===== config.mk =====
export PLATFORM = sky130hd
export DESIGN_NAME = id_ex_latch
export DESIGN_NICKNAME = d
export VERILOG_FILES = /design/src/rtl/id_ex_latch_pkg.sv /design/src/rtl/id_ex_latch_sat_counter.sv /design/src/rtl/id_ex_latch.sv
export SDC_FILE = /design/constraint.sdc
export NUM_CORES = 1
export LEC_CHECK = 0
export CELL_PAD_IN_SITES_DETAIL_PLACEMENT = 0
export CELL_PAD_IN_SITES_GLOBAL_PLACEMENT = 1
export CORE_ASPECT_RATIO = 1.25
export CORE_UTILIZATION = 34
export CTS_CLUSTER_SIZE = 28
export DETAILED_ROUTE_END_ITERATION = 10
export PLACE_DENSITY = 0.95
export SLEW_MARGIN = 20
export SYNTH_ARGS = -nofsm -noshare
export SYNTH_HDL_FRONTEND = slang
export SYNTH_HIERARCHICAL = 1
export SYNTH_SLANG_ARGS = --single-unit

===== constraint.sdc =====
create_clock -name i_clk -period 14.8 [get_ports i_clk]
set_input_delay 3.7 -clock i_clk [delete_from_list [all_inputs] [get_ports i_clk]]
set_output_delay 3.7 -clock i_clk [all_outputs]
set_load 0.02 [all_outputs]

===== src/rtl/id_ex_latch_pkg.sv =====
// Shared ALU op codes and the control bundle carried from ID into EX.
// The ALU and the ALU-control stage import these same constants.
package id_ex_latch_pkg;

   localparam logic [3:0] ALU_AND = 4'b0000;
   localparam logic [3:0] ALU_OR  = 4'b0001;
   localparam logic [3:0] ALU_ADD = 4'b0010;
   localparam logic [3:0] ALU_SLL = 4'b0011;
   localparam logic [3:0] ALU_SRL = 4'b0100;
   localparam logic [3:0] ALU_SUB = 4'b0110;
   localparam logic [3:0] ALU_SLT = 4'b0111;
   localparam logic [3:0] ALU_NOR = 4'b1100;
   localparam logic [3:0] ALU_XOR = 4'b1101;

   // A bubble computes a harmless add whose result nobody writes back.
   localparam logic [3:0] BUBBLE_ALUOP = ALU_ADD;

   // Control bits; all of them are 0 in a bubble.
   typedef struct packed {
      logic alu_src;
      logic reg_dst;
      logic mem_read;
      logic mem_write;
      logic reg_write;
      logic mem_to_reg;
      logic branch;
   } ex_ctrl_t;

endpackage


===== src/rtl/id_ex_latch_sat_counter.sv =====
// Saturating up-counter: increments on en, sticks at all-ones, never wraps.
module sat_counter #(
   parameter int WIDTH = 16
) (
   input  logic             clk,
   input  logic             rst,
   input  logic             en,
   output logic [WIDTH-1:0] o_count
);

   logic [WIDTH-1:0] count_d, count_q;

   // Next count: step by one unless already at the ceiling.
   always_comb begin
      count_d = count_q;
      if (en && (count_q != {WIDTH{1'b1}}))
         count_d = count_q + {{(WIDTH-1){1'b0}}, 1'b1};
   end

   // Count register, cleared asynchronously.
   always_ff @(posedge clk or posedge rst) begin
      if (rst) count_q <= '0;
      else     count_q <= count_d;
   end

   assign o_count = count_q;

endmodule


===== src/rtl/id_ex_latch.sv =====
// ID/EX pipeline register: loads decoded fields each stepped cycle, inserts
// bubbles on stall/flush, freezes while step is low, counts bubbles.
module id_ex_latch
   import id_ex_latch_pkg::*;
#(
   parameter int NBITS   = 32,
   parameter int RNBITS  = 5,
   parameter int BOP     = 4,
   parameter int CNTBITS = 16
) (
   input  logic               i_clk,
   input  logic               i_reset,
   input  logic               i_Step,
   input  logic               i_Stall,
   input  logic               i_Flush,
   input  logic               i_Valid,
   input  logic [NBITS-1:0]   i_PC4,
   input  logic [NBITS-1:0]   i_RegA,
   input  logic [NBITS-1:0]   i_RegB,
   input  logic [NBITS-1:0]   i_Imm,
   input  logic [RNBITS-1:0]  i_Shamt,
   input  logic [RNBITS-1:0]  i_Rs,
   input  logic [RNBITS-1:0]  i_Rt,
   input  logic [RNBITS-1:0]  i_Rd,
   input  logic [BOP-1:0]     i_AluOp,
   input  logic               i_AluSrc,
   input  logic               i_RegDst,
   input  logic               i_MemRead,
   input  logic               i_MemWrite,
   input  logic               i_RegWrite,
   input  logic               i_MemToReg,
   input  logic               i_Branch,
   output logic [NBITS-1:0]   o_PC4,
   output logic [NBITS-1:0]   o_RegA,
   output logic [NBITS-1:0]   o_RegB,
   output logic [NBITS-1:0]   o_Imm,
   output logic [RNBITS-1:0]  o_Shamt,
   output logic [RNBITS-1:0]  o_Rs,
   output logic [RNBITS-1:0]  o_Rt,
   output logic [RNBITS-1:0]  o_Rd,
   output logic [BOP-1:0]     o_AluOp,
   output logic               o_AluSrc,
   output logic               o_RegDst,
   output logic               o_MemRead,
   output logic               o_MemWrite,
   output logic               o_RegWrite,
   output logic               o_MemToReg,
   output logic               o_Branch,
   output logic               o_Valid,
   output logic [CNTBITS-1:0] o_BubbleCount
);

   logic [NBITS-1:0]  pc4_d, pc4_q, rega_d, rega_q, regb_d, regb_q, imm_d, imm_q;
   logic [RNBITS-1:0] shamt_d, shamt_q, rs_d, rs_q, rt_d, rt_q, rd_d, rd_q;
   logic [BOP-1:0]    aluop_d, aluop_q;
   ex_ctrl_t          ctrl_d, ctrl_q, ctrl_in;
   logic              valid_d, valid_q;
   logic              bubble;

   assign ctrl_in = '{alu_src: i_AluSrc, reg_dst: i_RegDst, mem_read: i_MemRead,
                      mem_write: i_MemWrite, reg_write: i_RegWrite,
                      mem_to_reg: i_MemToReg, branch: i_Branch};

   // Stall and flush collapse into one bubble; ignored while frozen.
   assign bubble = i_Step & (i_Stall | i_Flush);

   // Next state: hold when not stepping, else load, with bubble overrides.
   always_comb begin
      pc4_d   = pc4_q;
      rega_d  = rega_q;
      regb_d  = regb_q;
      imm_d   = imm_q;
      shamt_d = shamt_q;
      rs_d    = rs_q;
      rt_d    = rt_q;
      rd_d    = rd_q;
      aluop_d = aluop_q;
      ctrl_d  = ctrl_q;
      valid_d = valid_q;
      if (i_Step) begin
         // Data fields load even in a bubble; EX ignores them then.
         pc4_d   = i_PC4;
         rega_d  = i_RegA;
         regb_d  = i_RegB;
         imm_d   = i_Imm;
         shamt_d = i_Shamt;
         if (bubble) begin
            // Zeroed specifiers keep forwarding/hazard compares from matching.
            rs_d    = '0;
            rt_d    = '0;
            rd_d    = '0;
            aluop_d = BOP'(BUBBLE_ALUOP);
            ctrl_d  = '0;
            valid_d = 1'b0;
         end else begin
            rs_d    = i_Rs;
            rt_d    = i_Rt;
            rd_d    = i_Rd;
            aluop_d = i_AluOp;
            ctrl_d  = ctrl_in;
            valid_d = i_Valid;
         end
      end
   end

   // Pipeline register; reset leaves a bubble-shaped idle state.
   always_ff @(posedge i_clk or posedge i_reset) begin
      if (i_reset) begin
         pc4_q   <= '0;
         rega_q  <= '0;
         regb_q  <= '0;
         imm_q   <= '0;
         shamt_q <= '0;
         rs_q    <= '0;
         rt_q    <= '0;
         rd_q    <= '0;
         aluop_q <= BOP'(BUBBLE_ALUOP);
         ctrl_q  <= '0;
         valid_q <= 1'b0;
      end else begin
         pc4_q   <= pc4_d;
         rega_q  <= rega_d;
         regb_q  <= regb_d;
         imm_q   <= imm_d;
         shamt_q <= shamt_d;
         rs_q    <= rs_d;
         rt_q    <= rt_d;
         rd_q    <= rd_d;
         aluop_q <= aluop_d;
         ctrl_q  <= ctrl_d;
         valid_q <= valid_d;
      end
   end

   sat_counter #(.WIDTH(CNTBITS)) u_bubble_cnt (
      .clk     (i_clk),
      .rst     (i_reset),
      .en      (bubble),
      .o_count (o_BubbleCount)
   );

   assign o_PC4      = pc4_q;
   assign o_RegA     = rega_q;
   assign o_RegB     = regb_q;
   assign o_Imm      = imm_q;
   assign o_Shamt    = shamt_q;
   assign o_Rs       = rs_q;
   assign o_Rt       = rt_q;
   assign o_Rd       = rd_q;
   assign o_AluOp    = aluop_q;
   assign o_AluSrc   = ctrl_q.alu_src;
   assign o_RegDst   = ctrl_q.reg_dst;
   assign o_MemRead  = ctrl_q.mem_read;
   assign o_MemWrite = ctrl_q.mem_write;
   assign o_RegWrite = ctrl_q.reg_write;
   assign o_MemToReg = ctrl_q.mem_to_reg;
   assign o_Branch   = ctrl_q.branch;
   assign o_Valid    = valid_q;

endmodule


==> metrics.md <==
| Metric | Value |
|---|---|
| Reg-to-Reg Start | `u_bubble_cnt/o_count[0]` |
| Hpwl dp | `13700 um` |
| Final ANT Viol Nets | `0` |
| Layer with the highest usage | `met2` |
| Final period util | `39.7%` |
| Core area | `20300 um2` |
| Synth Net Count | `638` |
| NumNets Final | `976` |
| Kind of critical path | `primary input to flip-flop` |
| DR vias | `4956` |
| Fin. max-slew vios | `0` |
| Initial core utilization | `35.0%` |
| # IOs | `341` |
| Clock transition at path regs | `0.07 ns` |
| Area of the mapped netlist | `7120 um2` |
| Cts repair resizes | `0` |
| Final std cells w/o fill | `1093` |
| Htree depth | `4` |
| CTS tree | `done` |
| Fmax | `170 MHz` |
| Syn-to-layout area delta | `59.2%` |
| # rows | `58` |
| Share of layout cells above drive strength 1 | `21.7%` |
| First-pass GRT wire length | `29400 um` |
| CTS max path bufs | `2` |
| Vias per cell | `4.53` |
| Sequential share of the synthesized area | `61.9%` |
| DRT iter0 DRCs | `170` |
| Clock skew | `0.00658 ns` |
| Grt met1 use | `20.6%` |
| Crit-path max FO | `27` |
| Vias in the first global route | `5367` |
| GPL Wtd Cong | `0.820` |
| Largest net degree at the start of global routing | `95` |
| Die extent in x | `131 um` |
| Root Driver | `clkbuf_16` |
| Per-cell routed wire length | `17.1 um` |
| Setup Buffers After CTS | `0` |
| Setup crit start | `i_Flush` |
| Syn Inst Count | `472` |
| Static leakage | `0.00486 uW` |
| PD cells | `119 nW/um2` |
| Placed insts | `1061` |
| Remaining global-route overflow | `0` |
| Hold Fails Final Rpt | `0` |
| Total negative setup slack | `0 ns` |
| Worst hold path class | `flip-flop to flip-flop` |
| Worst slew pin tran | `1.00 ns` |
| Setup violators final | `0` |
| N_diodes | `0` |
| Startpoint Class | `primary input` |
| Max Cap Viol | `0` |
| Die ar. | `21500 um2` |
| Status | `finished clean` |
| Syn Area/Cell | `15.1 um2` |
| Netlist cell types | `29` |
| CP arrival | `6.17 ns` |
| Min-delay src | `o_AluOp[1]` |
| Met2 Use GR | `30.7%` |
| Peak VDD IR | `0.0000855 V` |
| Clk_lat worst skew | `0.41 ns` |
| Slew HR | `33.2%` |
| CP required | `15.10 ns` |
| Antenna violations before repair | `0` |
| Global Route met3 Usage | `5.49%` |
| CP endpoint kind | `flip-flop` |
| Drt total wl | `18700 um` |
| Yosys warns | `6` |
| Number of CTS-inserted buffers | `17` |
| Cts hold-fix bufs | `0` |
| CTS sink cnt | `176` |
| Final min period | `5.87 ns` |
| Number of port buffers | `340` |
| Residual DRC | `0` |
| Gr usage total | `17.6%` |
| Router iterations before antenna repair | `4` |
| Unrepaired setup endpoints after global routing | `no` |
| Die height | `164 um` |
| #FFs+latches synth | `176` |
-- report_power, final --
group	internal [uW]	total (uW)	leakage, uW	switching [uW]
Combinational	176	315	0.00243	139
Clock	245	462	0.000303	217
Sequential	530	567	0.00213	36.9
Total	951	1340	0.00486	393
-- layout make-up --
type | count | area [um2]
multi-input cells | 244 | 2430
inverters | 28 | 110
clock buffers | 17 | 425
repair buffers | 343 | 3430
fillers | 1655 | 8990
flip-flops and latches | 176 | 4410
well taps | 270 | 338
clock inverters | 15 | 194
-- layer usage --
| metal | routed length (um) | part of all wire [%] | up-vias |
|---|---|---|---|
| met2 | 9590 | 51 | 204 |
| li1 | - | - | 2309 |
| met1 | 7460 | 40 | 2424 |
| met5 | 0 | 0 | - |
| met3 | 1260 | 6.7 | 19 |
| met4 | 345 | 1.8 | 0 |
-- cells in the final DEF (no fill, tap or decap), types with 2 or more instances in the layout --
master,Yosys,layout
inv_6,0,6
and4_1,3,3
and3_1,4,4
inv_1,28,27
dfrtp_1,175,175
inv_8,0,3
o22ai_1,26,26
clkdlybuf4s50_1,0,339
xnor2_1,11,11
a21oi_1,3,3
nor2_1,4,4
buf_4,0,3
nand2_1,32,32
mux2_4,65,65
nand3_1,7,7
nand4_1,5,5
mux2_2,70,70
and2_1,2,2
clkinv_8,0,5
clkbuf_16,0,17
-- metrics by stage --
stage                     utilization, %  worst slack (ns)  total power (uW)  cell area, um2  hold WS [ns]
after CTS                           55.8              8.96              1360           11300         0.508
after global routing                55.8              8.76              1400           11300         0.519
after detailed placement            52.7              8.51               893           10700         0.495
final                               55.8              8.93              1340           11300         0.506
after global placement              52.7              8.50               887           10700         0.477
after floorplan                        -              6.78               722            7120         0.516
-- flip-flops by register name, summed over array words and instances, names as in the netlist --
register              count
o_Rs                      5
o_AluOp                   4
o_Valid                   1
o_RegB                   32
o_PC4                    32
o_Shamt                   5
o_MemWrite                1
o_Imm                    32
o_Rd                      5
o_MemRead                 1
o_RegDst                  1
o_Rt                      5
o_AluSrc                  1
o_Branch                  1
u_bubble_cnt/o_count     16
o_RegA                   32
o_RegWrite                1
o_MemToReg                1
-- cells in the mapped netlist --
| library cell | count | area share [%] |
|---|---|---|
| nand4_1 | 5 | 0.44 |
| o21a_1 | 1 | 0.11 |
| and2_1 | 2 | 0.18 |
| mux2i_1 | 1 | 0.14 |
| nand2b_1 | 1 | 0.088 |
| nor3_1 | 1 | 0.070 |
| xnor2_1 | 11 | 1.4 |
| nand2_2 | 1 | 0.088 |
| and4_1 | 3 | 0.37 |
| nand2_1 | 32 | 1.7 |
| and4_2 | 1 | 0.14 |
| nand3_1 | 7 | 0.49 |
| inv_1 | 28 | 1.5 |
| and3_2 | 1 | 0.11 |
| nor2_1 | 4 | 0.21 |
| mux2_2 | 70 | 11 |
| and3_1 | 4 | 0.35 |
| dfrtp_1 | 175 | 62 |
| a21oi_1 | 3 | 0.21 |
| mux2_4 | 65 | 14 |
| buf_2 | 15 | 1.1 |
| ha_1 | 1 | 0.18 |
| nor4_4 | 1 | 0.30 |
| dfstp_2 | 1 | 0.37 |
| or2_1 | 1 | 0.088 |
| o22ai_1 | 26 | 2.3 |
| nand4_4 | 1 | 0.30 |
| buf_6 | 9 | 1.4 |
| nand4_2 | 1 | 0.18 |
-- worst max-delay path, cell delays in order --
cell and delay, ns:
clkdlybuf4s50_1 0.47, or2_1 0.74, and2_1 0.33, and4_1 0.31
nand3_1 0.15, nor2_1 0.13, mux2_2 0.34
-- worst paths after layout --
| kind | endpoint | slack (ns) | depth (start not counted) |
|---|---|---|---|
| setup / recovery | u_bubble_cnt/o_count[14] | 8.93 | 7 |
| max in group asynchronous | o_PC4[16] | 9.60 | 3 |
| min in group asynchronous | u_bubble_cnt/o_count[8] | 3.78 | 2 |
| hold / removal | o_AluOp[1] | 0.51 | 2 |
| setup reg to reg | u_bubble_cnt/o_count[1] | 13.11 | 5 |
| hold reg to reg | o_AluOp[1] | 0.51 | 2 |
-- cell families (layout without fill, tap and decap cells) --
kind of cell,Yosys count,count (layout),share of synthesized area (%)
mux,136,136,24.9
buf+inv,52,403,3.96
fa+ha+maj,1,1,0.176
xor+xnor,11,11,1.35
flops,176,176,61.9
compound gates,30,30,2.60
simple gates,66,66,5.08
Power figures use the tool's default switching activity.
